===== config.mk =====
export PLATFORM = sky130hd
export DESIGN_NAME = ofm_write_sequencer
export DESIGN_NICKNAME = d
export VERILOG_FILES = /design/src/rtl/ofm_wr_pkg.sv /design/src/rtl/ofm_wr_perf_counter.sv /design/src/rtl/ofm_write_sequencer.sv
export SDC_FILE = /design/constraint.sdc
export NUM_CORES = 1
export LEC_CHECK = 0
export ABC_AREA = 1
export CAP_MARGIN = 20
export CORE_MARGIN = 2
export CORE_UTILIZATION = 35
export CTS_CLUSTER_SIZE = 10
export DETAILED_ROUTE_END_ITERATION = 7
export SLEW_MARGIN = 30
export SYNTH_ARGS = -nofsm -noshare
export SYNTH_HDL_FRONTEND = slang
export SYNTH_SLANG_ARGS = --single-unit

===== constraint.sdc =====
create_clock -name clk -period 2.5 [get_ports clk]
set_input_delay 0.25 -clock clk [delete_from_list [all_inputs] [get_ports clk]]
set_output_delay 0.25 -clock clk [all_outputs]
set_load 0.01 [all_outputs]

===== src/rtl/ofm_wr_pkg.sv =====
// Shared types and constants for the OFM write sequencer.
package ofm_wr_pkg;

   localparam int CH_W   = 5;
   localparam int TILE_W = 14;

   typedef enum logic [2:0] {
      ST_IDLE      = 3'd0,
      ST_WAIT_TILE = 3'd1,
      ST_ARM       = 3'd2,
      ST_DRAIN     = 3'd3,
      ST_GAP       = 3'd4,
      ST_DONE      = 3'd5
   } state_e;

   // Limits a requested channel count to the PE array dimension.
   function automatic logic [CH_W-1:0] clamp_ch(input logic [CH_W-1:0] req,
                                                input logic [CH_W-1:0] limit);
      return (req > limit) ? limit : req;
   endfunction

endpackage


===== src/rtl/ofm_wr_perf_counter.sv =====
// Saturating 32-bit stall counter; only instantiated when OFM_WR_PERF_CNT_EN is defined.
module ofm_wr_perf_counter (
   input  logic        clk,
   input  logic        rst_n,
   input  logic        clr_i,
   input  logic        inc_i,
   output logic [31:0] count_o
);

   logic [31:0] count_q;
   logic [31:0] count_d;

   always_comb begin
      count_d = count_q;
      if (clr_i) begin
         count_d = '0;
      end else if (inc_i && (count_q != '1)) begin
         count_d = count_q + 32'd1;
      end
   end

   always_ff @(posedge clk or negedge rst_n) begin
      if (!rst_n) begin
         count_q <= '0;
      end else begin
         count_q <= count_d;
      end
   end

   assign count_o = count_q;

endmodule


===== src/rtl/ofm_write_sequencer.sv =====
// OFM write path sequencer: tile handoff, per-channel write beats, tile/layer counting.
// Optional stall performance counter enabled by defining OFM_WR_PERF_CNT_EN.
module ofm_write_sequencer
   import ofm_wr_pkg::*;
#(
   parameter int SYSTOLIC_SIZE = 16,
   parameter int TILE_W        = ofm_wr_pkg::TILE_W
) (
   input  logic              clk,
   input  logic              rst_n,
   input  logic              start,
   input  logic              abort,
   input  logic [TILE_W-1:0] num_tiling,
   input  logic [4:0]        read_wgt_size,
   input  logic              tile_valid,
   output logic              tile_ack,
   input  logic              ofm_ready,
   output logic              addr_write,
   output logic              ofm_we,
   output logic [4:0]        buf_rd_ch,
   output logic              busy,
   output logic              layer_done,
   output logic              cfg_err,
   output logic [31:0]       stall_cycles
);

   localparam logic [CH_W-1:0]   MAX_CH   = CH_W'(SYSTOLIC_SIZE);
   localparam logic [CH_W-1:0]   CH_ONE   = CH_W'(1);
   localparam logic [TILE_W-1:0] TILE_ONE = TILE_W'(1);

   state_e            state_q, state_d;
   logic [TILE_W-1:0] tile_cnt_q, tile_cnt_d;
   logic [TILE_W-1:0] ntile_q, ntile_d;
   logic [CH_W-1:0]   rws_q, rws_d;
   logic [CH_W-1:0]   ch_q, ch_d;
   logic              cfg_err_q, cfg_err_d;
   logic              start_accept;

   // NOTE: every variable gets a default before the case, so no path leaves one unassigned and no latch is inferred.
   always_comb begin
      state_d      = state_q;
      tile_cnt_d   = tile_cnt_q;
      ntile_d      = ntile_q;
      rws_d        = rws_q;
      ch_d         = ch_q;
      cfg_err_d    = 1'b0;
      start_accept = 1'b0;

      if (abort) begin
         state_d = ST_IDLE;
         ch_d    = '0;
      end else begin
         unique case (state_q)
            ST_IDLE: begin
               if (start) begin
                  if ((num_tiling == '0) || (read_wgt_size == '0)) begin
                     cfg_err_d = 1'b1;
                  end else begin
                     start_accept = 1'b1;
                     ntile_d      = num_tiling;
                     rws_d        = clamp_ch(read_wgt_size, MAX_CH);
                     tile_cnt_d   = '0;
                     state_d      = ST_WAIT_TILE;
                  end
               end
            end
            ST_WAIT_TILE: begin
               if (tile_valid && ofm_ready) state_d = ST_ARM;
            end
            ST_ARM: begin
               ch_d    = '0;
               state_d = ST_DRAIN;
            end
            ST_DRAIN: begin
               if (ch_q == rws_q - CH_ONE) begin
                  ch_d    = '0;
                  state_d = ST_GAP;
               end else begin
                  ch_d = ch_q + CH_ONE;
               end
            end
            ST_GAP: begin
               // Full-width compare against the latched count; the tile counter never wraps.
               if (tile_cnt_q == ntile_q - TILE_ONE) begin
                  state_d = ST_DONE;
               end else begin
                  tile_cnt_d = tile_cnt_q + TILE_ONE;
                  state_d    = ST_WAIT_TILE;
               end
            end
            ST_DONE:  state_d = ST_IDLE;
            default:  state_d = ST_IDLE;
         endcase
      end
   end

   // NOTE: sequential state uses non-blocking assignments so all flops update from the same pre-edge values.
   always_ff @(posedge clk or negedge rst_n) begin
      if (!rst_n) begin
         state_q    <= ST_IDLE;
         tile_cnt_q <= '0;
         ntile_q    <= '0;
         rws_q      <= '0;
         ch_q       <= '0;
         cfg_err_q  <= 1'b0;
      end else begin
         state_q    <= state_d;
         tile_cnt_q <= tile_cnt_d;
         ntile_q    <= ntile_d;
         rws_q      <= rws_d;
         ch_q       <= ch_d;
         cfg_err_q  <= cfg_err_d;
      end
   end

   assign addr_write = (state_q == ST_ARM);
   assign ofm_we     = (state_q == ST_DRAIN);
   assign buf_rd_ch  = (state_q == ST_DRAIN) ? ch_q : '0;
   assign tile_ack   = (state_q == ST_GAP);
   assign layer_done = (state_q == ST_DONE);
   assign busy       = (state_q != ST_IDLE);
   assign cfg_err    = cfg_err_q;

`ifdef OFM_WR_PERF_CNT_EN
   logic stall_inc;

   assign stall_inc = (state_q == ST_WAIT_TILE) && tile_valid && !ofm_ready;

   ofm_wr_perf_counter u_perf_counter (
      .clk    (clk),
      .rst_n  (rst_n),
      .clr_i  (start_accept),
      .inc_i  (stall_inc),
      .count_o(stall_cycles)
   );
`else
   assign stall_cycles = '0;
`endif

endmodule


==> flow_metrics.py <==
metrics = {
    "clocking": {
        "clockBufferDepth": 2,
        "clk_latency_ns": 0.30,
        "cts_inserted_buffers": 5,
        "clk_pin_slew_worst_paths_ns": 0.09,
        "h-tree-depth": 2,
        "cts_root_buffer": "clkbuf_8",
        "cts_tree": "done",
        "cts_sinks": 42,
    },
    "timing": {
        "rsz0062_at_grt": "no",
        "finalHoldViolCount": 0,
        "worst_clock_skew_ns": 0.00900,
        "fin_crit_ns": 2.23,
        "finalSetupViolCount": 0,
        "holdWs_ns": 0.481,
        "worst_pin_slew_ns": 0.554,
        "finalSetupTns_ns": 0,
        "slew_headroom_pct": 63.1,
        "fmax_ghz": 0.448,
        "maxSlewViolCount": 0,
        "fin_crit_sh_pct": 89.2,
    },
    "grt": {
        "grt_pass1_wl_um": 12300,
        "first_global_vias": 2704,
        "grt.total_usage_pct": 15.1,
        "grt_max_degree": 43,
        "grt_antenna_before_repair": 0,
        "grt.overflow.total": 0,
    },
    "placed_design": {
        "placed_area_um2": 3540,
        "dp.final_hpwl_um": 5230,
        "portBuffers": 35,
        "place_congestion": 0.794,
    },
    "yosys": {
        "synth_edf_count": 0,
        "synth-seq-area-share_pct": 32.6,
        "ys_top_cells_by_area": "dfrtp_1 (33%), nand2_1 (14%), buf_4 (7.7%), nor2_1 (6.1%), inv_1 (5.8%)",
        "syn_avg_cell_area_um2": 6.98,
        "synth.most_common_cell": "nand2_1",
        "synth_area_leader_cell": "dfrtp_1",
        "syn_area_um2": 3220,
        "async_reset_ff_share_pct": 100,
        "netlist_instances": 462,
        "ys_warn_count": 0,
        "ys_types": 32,
        "synth_ff_type": "dfrtp_1",
        "ys_ff_latch": 42,
        "synth_top_cell_area_share_pct": 32.6,
        "yosys-top-cells-count": "nand2_1 (116), nor2_1 (52), inv_1 (50)",
    },
    "pwr": {
        "power_frac_comb_pct": 44.4,
        "cellInternalPower_uw": 1530,
        "seq_power_share_pct": 38.4,
        "switching_power_uw": 1160,
        "power_uw": 2690,
        "p_sw_share_pct": 43.0,
        "clkPwrFrac_pct": 17.3,
        "p_leak_uw": 0.00169,
        "powerDensity_nw_per_um2": 738,
        "vdd_drop_max_uv": 322,
    },
    "critical_path": {
        "crit_path_start": "state_q[2]",
        "end_kind": "output port",
        "worstPathRequired_ns": 2.25,
        "cp-start-kind": "register",
        "critical_path_class": "reg2out",
        "ff2ff_setup_slack_ns": 0.39,
        "cp_max_fo": 6,
        "rr_startpoint": "ntile_q[0]",
        "critPathArrivalTime_ns": 1.98,
    },
    "die": {
        "dieHeight_um": 100,
        "start_util_pct": 35.4,
        "dieArea_um2": 10000,
        "die_x_um": 100,
        "core_um2": 9110,
        "io_pins": 68,
        "row_count": 35,
    },
    "worst_hold_path": {
        "hp-class": "in2async",
    },
    "cells_and_area": {
        "final_nets": 526,
        "area_growth_pct": 13.0,
        "design_area_um2": 3640,
        "utilization_pct": 40.0,
        "antenna_cells": 0,
        "drive_gt1_share_pct": 10.4,
    },
    "detailed_routing": {
        "drt_iter0_markers": 158,
        "num_vias": 2771,
        "drc": 0,
        "wl_per_cell_um": 11.3,
        "firstDrtPassIters": 4,
        "via_per_inst": 4.55,
        "postRouteAntennaNets": 0,
        "routed_wl_um": 6860,
    },
    "run_status": {
        "status": "finished clean",
    },
    "job": {
        "maxCapViolCount": 0,
    },
}
worst max-delay path, cell delays in order, from the launching register on:
cell and delay, ns:
dfrtp_1 0.40, inv_1 0.15, nand2_1 0.12, nor2_2 0.18, inv_1 0.15, nor2_1 0.12, clkdlybuf4s50_1 0.55
worst paths after layout:
| path | end | cells after the start |
|---|---|---|
| max | buf_rd_ch[4] | 6 |
| min | ntile_q[12] | 2 |
| max reg2reg | tile_cnt_q[8] | 11 |
| min reg2reg | rws_q[1] | 2 |
| max in group asynchronous | ntile_q[2] | 2 |
| min in group clk | rws_q[1] | 2 |
routing by layer:
| metal | GRT usage (%) | vias up | share of wire (%) |
|---|---|---|---|
| li1 | - | 1439 | - |
| met1 | 19.3 | 1276 | 46 |
| met2 | 26.0 | 49 | 50 |
| met3 | 3.41 | 7 | 3.4 |
| met4 | 3.48 | 0 | 0.96 |
| met5 | 0 | - | 0 |
cells by family (layout without fill, tap and decap cells):
family | count (synthesis) | after routing | share of synthesized area [%]
simple gates | 260 | 260 | 37.3
compound gates | 32 | 32 | 5.16
flops | 42 | 42 | 32.6
fa+ha+maj | 4 | 4 | 1.55
xor+xnor | 28 | 28 | 7.61
buf+inv | 95 | 100 | 15.7
other cells | 1 | 32 | 0.116
layout make-up:
class / count / area [um2]
repair buffers: 38 / 373
well taps: 111 / 139
inverters: 54 / 203
multi-input cells: 356 / 1790
clock buffers: 7 / 86.3
fillers: 935 / 5470
clock inverters: 1 / 5.00
flip-flops and latches: 42 / 1050
power by group through the flow:
| stage | combinational, uW | clock, uW | sequential (uW) |
|---|---|---|---|
| 5_1_grt | 1380 | 522 | 1060 |
| 3_5_place_dp | 1190 | 0 | 1050 |
| 3_3_place_gp | 1170 | 0 | 1040 |
| 6_report | 1190 | 464 | 1030 |
| 4_1_cts | 1200 | 484 | 1030 |
| 2_1_floorplan | 1000 | 0 | 994 |
flip-flops by register name, indices dropped and copies added (netlist names):
signal and cells:
state_q 3, tile_cnt_q 14, ntile_q 14, ch_q 5
rws_q 5, cfg_err 1
timing repair:
action | in CTS | in global routing
hold buffers | 1 | 0
setup buffers | 0 | 0
gates resized for setup | 0 | 1
setup endpoints to repair | 0 | 2
endpoints found under the hold margin | 42 | 0
per-stage QoR:
step / worst slack [ns] / cells
after global placement: 0.357 / 600
final: 0.270 / 609
after floorplan: 0.668 / 493
after global routing: 0.0713 / 609
after CTS: 0.129 / 609
after detailed placement: 0.371 / 600
layout by cell type, fill, tap and decap left out, types with 2 or more instances in the layout:
cell type / netlist / final
inv_1: 50 / 50
clkdlybuf4s50_1: 0 / 34
nor2_4: 3 / 3
a21oi_1: 14 / 14
xnor2_1: 11 / 11
nand3_4: 2 / 2
or2_2: 2 / 2
xor2_1: 17 / 17
conb_1: 1 / 32
o21ai_0: 13 / 13
nand4_1: 5 / 5
o21ai_1: 2 / 2
nor3_1: 9 / 9
nor2_2: 8 / 9
ha_1: 4 / 4
buf_4: 33 / 3
nand3b_1: 5 / 5
dfrtp_1: 42 / 42
nand2_2: 21 / 21
inv_2: 4 / 4
nand2_1: 116 / 116
clkbuf_8: 0 / 6
nor2_1: 52 / 51
nand3_1: 34 / 34
No activity file was read; power rests on OpenSTA's default activity.
